## config.mk

```make
export PLATFORM = sky130hd
export DESIGN_NAME = audio_tone_ctrl_flat
export DESIGN_NICKNAME = d
export VERILOG_FILES = /design/src/rtl/audio_tone_ctrl_if.sv /design/src/rtl/audio_tone_ctrl.sv /design/src/flat_wrapper.sv
export SDC_FILE = /design/constraint.sdc
export NUM_CORES = 1
export LEC_CHECK = 0
export BUFFER_PORTS_ARGS = -buffer_cell sky130_fd_sc_hd__buf_2
export CORE_MARGIN = 8
export CORE_UTILIZATION = 30
export DETAILED_ROUTE_END_ITERATION = 12
export PLACE_DENSITY = 0.57
export SETUP_SLACK_MARGIN = 0.2
export SKIP_CTS_REPAIR_TIMING = 1
export SYNTH_ARGS = -nofsm -noshare
export SYNTH_HDL_FRONTEND = slang
export SYNTH_SLANG_ARGS = --single-unit
```

## constraint.sdc

```tcl
create_clock -name clk -period 6.05 [get_ports clk]
set_clock_uncertainty 0.15 [all_clocks]
set_input_delay 0.605 -clock clk [delete_from_list [all_inputs] [get_ports clk]]
set_output_delay 0.605 -clock clk [all_outputs]
set_load 0.03 [all_outputs]
```

## src/rtl/audio_tone_ctrl_if.sv

```systemverilog
// Decode-stage command strobes and speaker/status outputs of audio_tone_ctrl.
interface audio_tone_ctrl_if;
   logic       audio_en;
   logic [3:0] audio_sel;
   logic [4:0] audio_vol;
   logic       stop;
   logic       speaker_out;
   logic       busy;
   logic       fifo_full;
   logic       overflow;
   logic [3:0] cur_sel;

   modport master (output audio_en, audio_sel, audio_vol, stop,
                   input  speaker_out, busy, fifo_full, overflow, cur_sel);
   modport slave  (input  audio_en, audio_sel, audio_vol, stop,
                   output speaker_out, busy, fifo_full, overflow, cur_sel);
endinterface

```

## src/rtl/audio_tone_ctrl.sv

```systemverilog
// Queues {sel,vol} tone commands and plays each as a timed, PWM-scaled square wave.
// Optional macro AUDIO_FADE_EN halves the volume over the last quarter of each note.
module audio_tone_ctrl #(
   parameter int unsigned FIFO_DEPTH  = 4,
   parameter int unsigned BASE_HALF   = 100,
   parameter int unsigned STEP        = 5,
   parameter int unsigned NOTE_CYCLES = 1000,
   parameter int unsigned GAP_CYCLES  = 16
) (
   input  logic             clk,
   input  logic             reset,
   audio_tone_ctrl_if.slave bus
);
   localparam int unsigned AW = $clog2(FIFO_DEPTH);
   localparam int unsigned DW = $clog2(NOTE_CYCLES);
   localparam int unsigned GW = (GAP_CYCLES > 1) ? $clog2(GAP_CYCLES) : 1;
   localparam logic [AW:0] PTR_ONE = (AW+1)'(1);

   typedef enum logic [1:0] {S_IDLE, S_LOAD, S_PLAY, S_GAP} state_t;
   typedef struct packed {
      logic [3:0] sel;
      logic [4:0] vol;
   } cmd_t;

   cmd_t          mem_q [FIFO_DEPTH];
   logic [AW:0]   wr_ptr_q, wr_ptr_d, rd_ptr_q, rd_ptr_d;
   state_t        state_q, state_d;
   logic [3:0]    sel_q, sel_d;
   logic [4:0]    vol_q, vol_d;
   logic [15:0]   half_cnt_q, half_cnt_d;
   logic          tone_q, tone_d;
   logic [4:0]    pwm_q, pwm_d;
   logic [DW-1:0] dur_q, dur_d;
   logic [GW-1:0] gap_q, gap_d;
   logic          ovf_q, ovf_d;
   logic          spk_q, spk_d;

   logic          empty, full, push;
   logic [15:0]   half;
   logic [4:0]    vol_eff;

   // Extra pointer MSB tells full from empty once the pointers wrap.
   assign empty = (wr_ptr_q == rd_ptr_q);
   assign full  = (wr_ptr_q[AW] != rd_ptr_q[AW]) &&
                  (wr_ptr_q[AW-1:0] == rd_ptr_q[AW-1:0]);
   assign push  = bus.audio_en && !full && !bus.stop;
   assign half  = 16'(BASE_HALF) - 16'(sel_q) * 16'(STEP);

   always_comb begin
      state_d    = state_q;
      wr_ptr_d   = wr_ptr_q;
      rd_ptr_d   = rd_ptr_q;
      sel_d      = sel_q;
      vol_d      = vol_q;
      half_cnt_d = half_cnt_q;
      tone_d     = tone_q;
      pwm_d      = pwm_q;
      dur_d      = dur_q;
      gap_d      = gap_q;
      ovf_d      = ovf_q;
      vol_eff    = '0;
      spk_d      = 1'b0;

      if (push)
         wr_ptr_d = wr_ptr_q + PTR_ONE;
      if (bus.audio_en && full && !bus.stop)
         ovf_d = 1'b1;

      case (state_q)
         S_IDLE: begin
            if (!empty)
               state_d = S_LOAD;
         end
         S_LOAD: begin
            sel_d      = mem_q[rd_ptr_q[AW-1:0]].sel;
            vol_d      = mem_q[rd_ptr_q[AW-1:0]].vol;
            rd_ptr_d   = rd_ptr_q + PTR_ONE;
            half_cnt_d = '0;
            tone_d     = 1'b0;
            pwm_d      = '0;
            dur_d      = '0;
            state_d    = S_PLAY;
         end
         S_PLAY: begin
            dur_d = dur_q + DW'(1);
            pwm_d = pwm_q + 5'd1;
            if (half_cnt_q == half - 16'd1) begin
               tone_d     = !tone_q;
               half_cnt_d = '0;
            end else begin
               half_cnt_d = half_cnt_q + 16'd1;
            end
            if (dur_q == DW'(NOTE_CYCLES - 1)) begin
               state_d = S_GAP;
               gap_d   = '0;
            end
         end
         S_GAP: begin
            gap_d = gap_q + GW'(1);
            if (gap_q == GW'(GAP_CYCLES - 1))
               state_d = empty ? S_IDLE : S_LOAD;
         end
         default: state_d = S_IDLE;
      endcase

      // stop flushes the queue and the note; overflow survives until reset.
      if (bus.stop) begin
         state_d    = S_IDLE;
         wr_ptr_d   = '0;
         rd_ptr_d   = '0;
         sel_d      = '0;
         vol_d      = '0;
         half_cnt_d = '0;
         tone_d     = 1'b0;
         pwm_d      = '0;
         dur_d      = '0;
         gap_d      = '0;
      end

`ifdef AUDIO_FADE_EN
      vol_eff = (dur_d >= DW'(NOTE_CYCLES - NOTE_CYCLES/4)) ? (vol_d >> 1) : vol_d;
`else
      vol_eff = vol_d;
`endif
      // Built from next-state values so the registered output lines up with the counters.
      spk_d = (state_d == S_PLAY) && tone_d && (pwm_d < vol_eff) && (sel_d != 4'd0);
   end

   always_ff @(posedge clk) begin
      if (reset) begin
         state_q    <= S_IDLE;
         wr_ptr_q   <= '0;
         rd_ptr_q   <= '0;
         sel_q      <= '0;
         vol_q      <= '0;
         half_cnt_q <= '0;
         tone_q     <= 1'b0;
         pwm_q      <= '0;
         dur_q      <= '0;
         gap_q      <= '0;
         ovf_q      <= 1'b0;
         spk_q      <= 1'b0;
      end else begin
         state_q    <= state_d;
         wr_ptr_q   <= wr_ptr_d;
         rd_ptr_q   <= rd_ptr_d;
         sel_q      <= sel_d;
         vol_q      <= vol_d;
         half_cnt_q <= half_cnt_d;
         tone_q     <= tone_d;
         pwm_q      <= pwm_d;
         dur_q      <= dur_d;
         gap_q      <= gap_d;
         ovf_q      <= ovf_d;
         spk_q      <= spk_d;
      end
   end

   always_ff @(posedge clk) begin
      if (push)
         mem_q[wr_ptr_q[AW-1:0]] <= {bus.audio_sel, bus.audio_vol};
   end

   assign bus.speaker_out = spk_q;
   assign bus.busy        = (state_q != S_IDLE) || !empty;
   assign bus.fifo_full   = full;
   assign bus.overflow    = ovf_q;
   assign bus.cur_sel     = (state_q == S_PLAY) ? sel_q : 4'd0;
endmodule
```

## src/flat_wrapper.sv

```systemverilog
// flat-port wrapper written by rule: the top's interface ports become plain ports
module audio_tone_ctrl_flat 
#(
   parameter int unsigned FIFO_DEPTH  = 4,
   parameter int unsigned BASE_HALF   = 100,
   parameter int unsigned STEP        = 5,
   parameter int unsigned NOTE_CYCLES = 1000,
   parameter int unsigned GAP_CYCLES  = 16
)
  (clk, reset, bus_audio_en, bus_audio_sel, bus_audio_vol, bus_stop, bus_speaker_out, bus_busy, bus_fifo_full, bus_overflow, bus_cur_sel);
  audio_tone_ctrl_if bus_i ();
  input  logic clk;
  input  logic reset;
  input wire logic [$bits(bus_i.audio_en)-1:0] bus_audio_en;
  input wire logic [$bits(bus_i.audio_sel)-1:0] bus_audio_sel;
  input wire logic [$bits(bus_i.audio_vol)-1:0] bus_audio_vol;
  input wire logic [$bits(bus_i.stop)-1:0] bus_stop;
  output wire logic [$bits(bus_i.speaker_out)-1:0] bus_speaker_out;
  output wire logic [$bits(bus_i.busy)-1:0] bus_busy;
  output wire logic [$bits(bus_i.fifo_full)-1:0] bus_fifo_full;
  output wire logic [$bits(bus_i.overflow)-1:0] bus_overflow;
  output wire logic [$bits(bus_i.cur_sel)-1:0] bus_cur_sel;
  assign bus_i.audio_en = bus_audio_en;
  assign bus_i.audio_sel = bus_audio_sel;
  assign bus_i.audio_vol = bus_audio_vol;
  assign bus_i.stop = bus_stop;
  assign bus_speaker_out = bus_i.speaker_out;
  assign bus_busy = bus_i.busy;
  assign bus_fifo_full = bus_i.fifo_full;
  assign bus_overflow = bus_i.overflow;
  assign bus_cur_sel = bus_i.cur_sel;
  audio_tone_ctrl #(.FIFO_DEPTH(FIFO_DEPTH), .BASE_HALF(BASE_HALF), .STEP(STEP), .NOTE_CYCLES(NOTE_CYCLES), .GAP_CYCLES(GAP_CYCLES)) u_core (.clk(clk), .reset(reset), .bus(bus_i));
endmodule
```

Yosys cells after proc, flatten, opt, wreduce, memory -nomap -nowiden
Memory sizes are Yosys's and may differ from the RTL's. A register that Yosys moved wholly into a read port is not among the register bits.
Index checks and enable logic that the tools add are counted.
- register bits after elaboration: 55
- bits in writable memories: 36
- input bits: 13
- output and inout port bits: 8
- logic and storage cells: 79
- memories: 1
- add/subtract/negate cells: 8
- multiply operators: 1
- $lt $le $gt $ge: 1
- eq/ne operators: 11
- mux-type cells: 25
- reductions and logical operators: 20
- memories (memory ; words ; width ; rd ports ; clocked after Yosys merged registers in ; wr ports ; RTL line ; RTL):
    u_core.mem_q ; 4 ; 9 ; 1 ; 1 ; 1 ; audio_tone_ctrl.sv:25 ; cmd_t mem_q [FIFO_DEPTH];
- operator list (operator ; number):
    $pmux 16 s2 ; 1
    $pmux 10 s2 ; 1
    $add 16x1->16 const B ; 1
    $eq 16x16->1 ; 1
    $mux 16 ; 1
    $mux 4 ; 4
    $sub 16x1->16 const B ; 1
    $mux 5 ; 3
    $mux 2 ; 6
    $add 10x1->10 const B ; 1
    $eq 10x10->1 const B ; 1
    $pmux 5 s2 ; 1
    $logic_and 1x1->1 ; 8
    $pmux 2 s4 ; 1
    $pmux 4 s2 ; 1
    $sub 7x7->8 const A ; 1
    $mul 4x3->7 const B ; 1
    $add 3x1->3 const B ; 2
    $eq 2x2->1 const B ; 3
    $reduce_bool 2->1 ; 3
    $add 5x1->5 const B ; 1
    $lt 5x5->1 ; 1
    $mux 1 ; 5
    $add 4x1->4 const B ; 1
    13 further kinds ; 16

Longest topological paths before layout
Gate-level depths: netlist (run 1).
- depth in word-level cells: 10
- gate-level depth with buffers: 19
- mapped depth without buffers: 17

Worst setup path after synthesis (run 1)
No wires, ideal clock.
- path type: register to register
- from: reg u_core.sel_q[1]
- to: reg u_core.spk_q, in the netlist u_core.bus.speaker_out
- setup time: 0.121 ns
- data arrival time: 3.528 ns
- slack: 2.252 ns
- cell stages (with the launch flop): 17
- path through: dfxtp_1 -> ha_1 -> inv_1 -> ha_1 -> ha_1 -> or2_2 -> o22ai_1 -> xor2_1 -> nand2_1 -> nor2_1 -> ha_1 -> xor2_1 -> o211ai_1 -> or4_1 -> a21oi_2 -> nor4b_2 -> mux2_2
- cells in the longest elaborated chain, start to end: 10
- RTL lines (item ; RTL line ; RTL):
    start, declared ; audio_tone_ctrl.sv:28 ; logic [3:0] sel_q, sel_d;
    start signal, assigned ; audio_tone_ctrl.sv:147 ; sel_q <= sel_d;
    $mul 4x3->7 ; audio_tone_ctrl.sv:47 ; assign half = 16'(BASE_HALF) - 16'(sel_q) * 16'(STEP);
    $sub 7x7->8 ; audio_tone_ctrl.sv:47 ;
    $sub 16x1->16 ; audio_tone_ctrl.sv:87 ; if (half_cnt_q == half - 16'd1) begin
    $eq 16x16->1 ; audio_tone_ctrl.sv:87 ;
    $mux 1 ; audio_tone_ctrl.sv:87 ;
    $pmux 1 s2 ; audio_tone_ctrl.sv:69 ; case (state_q)
    $mux 1 ; audio_tone_ctrl.sv:107 ; if (bus.stop) begin
    $logic_and 1x1->1 (2 in a row) ; audio_tone_ctrl.sv:126 ; spk_d = (state_d == S_PLAY) && tone_d && (pwm_d < vol_eff) && (sel_d != 4'd0);
    $logic_and 1x1->1 * ; audio_tone_ctrl.sv:126 ;
    end signal, assigned ; audio_tone_ctrl.sv:155 ; spk_q <= spk_d;
    end, declared ; audio_tone_ctrl.sv:36 ; logic spk_q, spk_d;
Mark *: on every way between the ends. The rest lies on a longest branch, timed or not.
A chain may end at the register's enable or synchronous reset.

Final worst setup path (run 1)
- from: reg u_core.sel_q[1]
- to: reg u_core.half_cnt_q[3]
- cells in the longest elaborated chain, start to end: 6
- RTL lines (item ; RTL line ; RTL):
    $mul 4x3->7 ; audio_tone_ctrl.sv:47 ;
    $sub 7x7->8 ; audio_tone_ctrl.sv:47 ;
    $sub 16x1->16 ; audio_tone_ctrl.sv:87 ;
    $eq 16x16->1 ; audio_tone_ctrl.sv:87 ;
    $mux 16 ; audio_tone_ctrl.sv:87 ;
    $pmux 16 s2 ; audio_tone_ctrl.sv:69 ;
    end signal, assigned ; audio_tone_ctrl.sv:149 ; half_cnt_q <= half_cnt_d;
    end, declared ; audio_tone_ctrl.sv:30 ; logic [15:0] half_cnt_q, half_cnt_d;
No other way between the ends.

==> results of run 1 <==
## through the flow
stage | hold slack (ns) | cell area [µm²] | setup WS [ns] | std cells
after CTS | 0.3071 | 5411 | 1.733 | 718
after floorplan | 0.3049 | 4855 | 2.252 | 490
after global placement | 0.3017 | 5125 | 1.911 | 702
final | 0.3222 | 5411 | 1.766 | 718
after global routing | 0.3074 | 5411 | 1.349 | 718
after detailed placement | 0.3114 | 5125 | 1.772 | 702
## cells by family (layout without fill, tap and decap cells)
logic type	Yosys count	in the layout	share of synthesized area, %
multiplexers	25	25	7.629
XOR/XNOR	26	26	5.438
buffers and inverters	51	63	4.304
AO/OA/AOI/OAI	81	81	11.47
adder cells (fa/ha/maj)	26	26	6.701
flip-flops	93	93	45.77
AND/OR/NAND/NOR	188	188	18.69
## registers in the layout (all words and copies together), names as in the netlist, 4 cells and up, named ones only
signal and flops:
u_core.dur_q 10, u_core.mem_q 36, u_core.vol_q 5, u_core.half_cnt_q 16, u_core.sel_q 4, u_core.pwm_q 5
u_core.gap_q 4
## cell usage after synthesis, drive strengths merged (2+ instances only)
cell and number:
dfxtp 57, inv 25, nand4 10, o221ai 8
and4 2, or2 3, a21oi 24, nor4 6
clkbuf 19, o2111ai 10, nand3 15, and3 6
nand2 47, nor2 56, mux2 6, xnor2 11
o211ai 7, ha 26, a311oi 2, nor3 15
xor2 13, mux2i 10, mux4 9, edfxtp 36
a31oi 7, buf 7, or3 2, nor3b 3
nor2b 6, a211oi 4, a211o 2, and2 12
o22ai 2, o21ai 8
## worst min-delay path, cell delays in order (launching register included)
cell	delay [ns]
dfxtp_1	0.33
a31oi_1	0.04
nor2_1	0.07
## worst paths after layout
check                                   startpoint                                 to  slack (ns)
hold / removal    u_core.bus.overflow$_SDFFE_PP0P_   u_core.bus.overflow$_SDFFE_PP0P_        0.32
setup reg to reg        u_core.sel_q[1]$_SDFF_PP0_  u_core.half_cnt_q[3]$_SDFFE_PP0N_        1.77
setup / recovery        u_core.sel_q[1]$_SDFF_PP0_  u_core.half_cnt_q[3]$_SDFFE_PP0N_        1.77
hold reg to reg   u_core.bus.overflow$_SDFFE_PP0P_   u_core.bus.overflow$_SDFFE_PP0P_        0.32
## cell type report
cell class	instances	area (µm²)
Clock buffer	10	239.0
Clock inverter	6	47.55
Fill cell	1589	10420
Inverter	25	93.84
Multi-Input combinational cell	346	2424
Sequential cell	93	2222
Tap cell	216	270.3
Timing Repair Buffer	22	115.1
## report_power, final
| part | internal (mW) | switching [mW] |
|---|---|---|
| logic | 0.0202 | 0.0346 |
| registers | 0.655 | 0.00276 |
| clock network | 0.293 | 0.243 |
## metal layers
| layer | share of wire [%] | routed length (µm) |
|---|---|---|
| met1 | 45 | 4365 |
| met2 | 50 | 4859 |
| met3 | 4.0 | 388 |
| met4 | 1.6 | 161 |
| met5 | 0 | 0 |
==> flow_metrics.py, run 1 <==
metrics = {
    "yosys": {
        "synth-seq-area-share_pct": 45.77,
        "synth_area_um2": 4855,
        "synth-edff-count": 36,
        "synth_top_area_share_pct": 23.51,
        "postSynthCellCount": 490,
        "ys_types": 54,
        "async_flop_share_pct": 0,
        "postSynthAreaPerCell_um2": 9.907,
        "yosysTopAreaCell": "dfxtp_1",
        "ys.flop_type": "dfxtp_1",
        "synth_fp_nets": 529,
        "synth.area.top_cells": "dfxtp_1, edfxtp_1, ha_1",
        "synth_seq_cells": 93,
        "yosysWarnings": 0,
    },
    "setup_path": {
        "path_cells": "ha_1, inv_1, ha_1, ha_1, or2_2, o22ai_1, xor2_1, nand2_1, nor2_1, ha_1, xor2_1, o211ai_1, or4_1, a21oi_2, o211ai_2, o2111ai_1, a31oi_1",
        "timing.reg2reg.worst_path_depth": 17,
        "cpPeakStageDelay_ns": 0.49,
        "cp_max_fo": 22,
        "cp-start-kind": "flip-flop",
        "path_common_cell": "ha_1",
        "worstPathArrival_ns": 4.32,
        "required_ns": 6.09,
        "path_depth": 17,
        "cp_num_buf_inv": 1,
        "crit_family": "compound AO/OA/AOI/OAI gates",
        "slowest_stage": "or4_1",
        "worstSetupPathType": "flip-flop to flip-flop",
        "end_kind": "flip-flop",
    },
    "layout": {
        "area_growth_pct": 11.47,
        "layout_common_cells": "dfxtp_1, nor2_1, nand2_1, edfxtp_1, ha_1",
        "mostFrequentLayoutCell": "dfxtp_1",
        "antenna_cells": 0,
        "utilization_pct": 34.19,
        "layout-drive-gt1-share_pct": 12.15,
        "nets": 536,
    },
    "global_route": {
        "antenna_found_initial": 0,
        "grt_pass1_wl_um": 16970,
        "grtUsageMet1_pct": 11.99,
        "grt_use_met2_pct": 17.98,
        "grt.overflow.total": 0,
        "grt-busiest-layer": "met2",
        "grt_max_degree": 38,
        "grt_util_all_layers_pct": 10.34,
        "first_global_vias": 3518,
        "gr-usage-met3_pct": 2.905,
    },
    "timing": {
        "setup-tns-final_ns": 0,
        "timing.fmax_mhz": 233.5,
        "period_share_pct": 70.80,
        "hold_viol": 0,
        "max_slew_margin_pct": 28.67,
        "tightest_slew_ns": 1.069,
        "finalMaxSlewViolations": 0,
        "rsz0062_at_grt": "no",
        "setup_viol": 0,
        "period_minus_slack_ns": 4.284,
    },
    "power_and_ir_drop": {
        "leakagePower_nw": 1.846,
        "power_mw": 1.248,
        "irDropWorstVdd_uv": 265.3,
        "power_density_nw_per_um2": 230.7,
    },
    "status": {
        "outcome": "completed",
    },
    "floorplan": {
        "start_util_pct": 30.67,
        "die_h_um": 143.2,
        "core_area_um2": 15830,
        "die_area_um2": 20510,
        "num_rows": 46,
        "io_pins": 21,
        "die_w_um": 143.2,
    },
    "drt": {
        "viasPerCell": 4.950,
        "vias": 3554,
        "ant_nets": 0,
        "drtPass1Iterations": 5,
        "dr.first_iter.drc_count": 195,
        "wire_per_inst_um": 13.61,
        "routed_wl_um": 9775,
        "drcViolationCount": 0,
    },
    "min_path": {
        "holdCritPathClass": "flip-flop to flip-flop",
        "hold_path_depth": 2,
    },
    "placed_design": {
        "hpwl_um": 6829,
        "port_buffers": 20,
        "globalplace.congestion": 0.7528,
    },
    "clocking": {
        "cts_tree": "built",
        "cts_buffers": 9,
        "cts.sinks": 93,
        "clkLatencyLatePin_ns": 0.34,
        "clkTransAtPathRegs_ns": 0.07,
        "h-tree-depth": 3,
        "ctsLongestPathBuffers": 2,
        "clockRootBuffer": "clkbuf_16",
    },
    "run": {
        "cap_violations": 0,
    },
}
Power figures use the tool's default switching activity.
==> run 2, diff against run 1 <==
Settings changed: ABC_AREA set to 1.
Clock period 6.05 ns to 4 ns, I/O delays scaled along.
==> flow_metrics.py, run 2 <==
metrics = {
    "yosys": {
        "ys_types": 44,
        "synth_top_area_share_pct": 22.37,
        "synth_most_common_cell": "nand2_1",
        "synth-seq-area-share_pct": 43.57,
        "synth_area_um2": 5100,
        "synth_seq_cells": 93,
        "postSynthAreaPerCell_um2": 8.134,
        "yosysTopAreaCell": "dfxtp_1",
        "yosysWarnings": 0,
        "synth-edff-count": 36,
        "ys_top_cells_by_count": "nand2_1, nor2_1, inv_1",
        "ys.flop_type": "dfxtp_1",
        "synth_fp_nets": 666,
        "postSynthCellCount": 627,
        "async_flop_share_pct": 0,
        "synth.area.top_cells": "dfxtp_1, edfxtp_1, nand2_1",
    },
    "layout": {
        "layout_common_cells": "nand2_1, nor2_1, inv_1, dfxtp_1, edfxtp_1",
        "area_growth_pct": 12.02,
        "antenna_cells": 0,
        "nets": 683,
        "largest_reg_flops": 36,
        "stdcell_count": 869,
        "nFillCells": 1766,
        "mostFrequentLayoutCell": "nand2_1",
        "layout-drive-gt1-share_pct": 13.10,
    },
    "floorplan": {
        "die_h_um": 146.4,
        "start_util_pct": 30.75,
        "io_pins": 21,
        "num_rows": 47,
        "die_area_um2": 21430,
        "die_w_um": 146.4,
        "core_area_um2": 16580,
    },
    "drt": {
        "drtPass1Iterations": 4,
        "viasPerCell": 4.533,
        "routed_wl_um": 10320,
        "wire_per_inst_um": 11.87,
        "drcViolationCount": 0,
        "dr.first_iter.drc_count": 148,
        "vias": 3939,
        "ant_nets": 0,
    },
    "timing": {
        "setup-tns-final_ns": 0,
        "timing.fmax_mhz": 290.7,
        "period_minus_slack_ns": 3.440,
        "setup_viol": 0,
        "rsz0062_at_grt": "no",
        "hold_viol": 0,
        "finalMaxSlewViolations": 0,
        "max_slew_margin_pct": 37.48,
        "period_share_pct": 86.01,
        "tightest_slew_ns": 0.9344,
    },
    "clocking": {
        "ctsLongestPathBuffers": 2,
        "cts_buffers": 9,
        "clkTransAtPathRegs_ns": 0.07,
        "cts_tree": "built",
        "cts.sinks": 93,
        "h-tree-depth": 3,
        "clkLatencyLatePin_ns": 0.34,
        "clockRootBuffer": "clkbuf_16",
    },
    "setup_path": {
        "cp-start-kind": "flip-flop",
        "required_ns": 4.04,
        "worstPathArrival_ns": 3.48,
        "end_kind": "flip-flop",
        "worstSetupPathType": "flip-flop to flip-flop",
        "cp_max_fo": 15,
    },
    "run": {
        "cap_violations": 0,
    },
    "global_route": {
        "first_global_vias": 3879,
        "grt.overflow.total": 0,
        "antenna_found_initial": 1,
        "grt_max_degree": 21,
        "grt_util_all_layers_pct": 10.15,
        "grt_pass1_wl_um": 18020,
    },
    "placed_design": {
        "placed_cells": 853,
        "hpwl_um": 7681,
        "globalplace.congestion": 0.7891,
        "port_buffers": 20,
    },
    "power_and_ir_drop": {
        "pwr-share-comb_pct": 8.2,
        "power_density_nw_per_um2": 345.9,
        "power.internal_mw": 1.476,
        "leakagePower_nw": 2.144,
        "seqPwrFrac_pct": 50.5,
        "p_sw_mw": 0.5001,
        "pwr-share-clk_pct": 41.3,
        "p_sw_share_pct": 25.31,
        "irDropWorstVdd_uv": 257.0,
    },
    "status": {
        "outcome": "completed",
    },
    "min_path": {
        "holdCritPathClass": "primary input to flip-flop",
    },
}
-- run 2: changes by cell type after synthesis, moves of 9 or more --
cell       change
nand3_1       +19
a21oi_1       +13
mux4_2         -9
nand2_1       +69
and2_1        -12
o2111ai_1     -10
nand2_2        +9
o21ai_0       +24
inv_1         +47
nor2_1        +27
-- run 2: cell families after synthesis --
kind of cell	share of synthesized area (%)
multiplexers	0.9814
XOR/XNOR	3.263
AO/OA/AOI/OAI	11.68
adder cells (fa/ha/maj)	6.379
flip-flops	43.57
buffers and inverters	7.507
AND/OR/NAND/NOR	26.62
-- run 2: power by group through the flow --
stage               Clock (mW)  Sequential [mW]  Combinational [mW]
floorplan                    0             1.02               0.121
global placement             0             1.02               0.161
detailed placement           0             1.02               0.161
CTS                      0.848            0.997               0.161
global route             0.877            0.997               0.185
finish                   0.817            0.997               0.162
-- run 2: cell type report --
class	count	area (µm²)	area share, %
Sequential cell	93	2222	38.90
Clock buffer	10	229.0	4.008
Inverter	78	292.8	5.125
Tap cell	220	275.3	4.818
Clock inverter	6	56.30	0.9855
Multi-Input combinational cell	438	2507	43.89
Timing Repair Buffer	24	130.1	2.278
-- run 2: metrics by stage --
stage | util (%) | hold slack [ns] | setup slack (ns) | area [µm²] | power (mW)
6_report | 34.45 | 0.1206 | 0.5598 | 5713 | 1.976
2_1_floorplan | - | 0.3052 | 0.7762 | 5100 | 1.138
5_1_grt | 34.45 | 0.1081 | 0.1960 | 5713 | 2.060
4_1_cts | 34.37 | 0.1061 | 0.5003 | 5700 | 2.006
3_5_place_dp | 32.65 | 0.3111 | 0.5056 | 5415 | 1.180
3_3_place_gp | 32.65 | 0.2929 | 0.5952 | 5415 | 1.180
-- run 2: worst max-delay path, stage by stage, from the launching register on --
cell      delay (ns)
dfxtp_1         0.36
ha_1            0.15
inv_1           0.04
ha_1            0.27
ha_1            0.38
a21oi_2         0.18
nand2_1         0.06
nand2_1         0.06
nand2_2         0.12
nor2_2          0.15
ha_1            0.24
nand2_1         0.07
nand3_1         0.07
nor2_1          0.09
nand3_1         0.07
nor2_1          0.15
nand2_1         0.10
inv_2           0.06
nand2_2         0.06
nor2_4          0.14
nand2_8         0.13
nand3b_1        0.11
a21oi_1         0.06
-- run 2: final timing paths --
path	depth (start not counted)	startpoint	endpoint	slack, ns
worst max register to register	22	u_core.sel_q[1]$_SDFF_PP0_	u_core.half_cnt_q[6]$_SDFFE_PP0N_	0.56
worst min-delay path	1	bus_audio_vol[2]	u_core.mem_q[1][2]$_DFFE_PP_	0.12
worst max-delay path	22	u_core.sel_q[1]$_SDFF_PP0_	u_core.half_cnt_q[6]$_SDFFE_PP0N_	0.56
worst min register to register	2	u_core.bus.overflow$_SDFFE_PP0P_	u_core.bus.overflow$_SDFFE_PP0P_	0.33
-- run 2: metal layers --
metal / part of all wire [%] / wire (µm) / up-vias / track usage (%)
met3: 2.6 / 266 / 16 / 2.379
met5: 0.13 / 13 / - / 0
met4: 1.8 / 184 / 2 / 4.070
li1: - / - / 2112 / -
met1: 49 / 5057 / 1771 / 12.11
met2: 46 / 4797 / 38 / 17.25
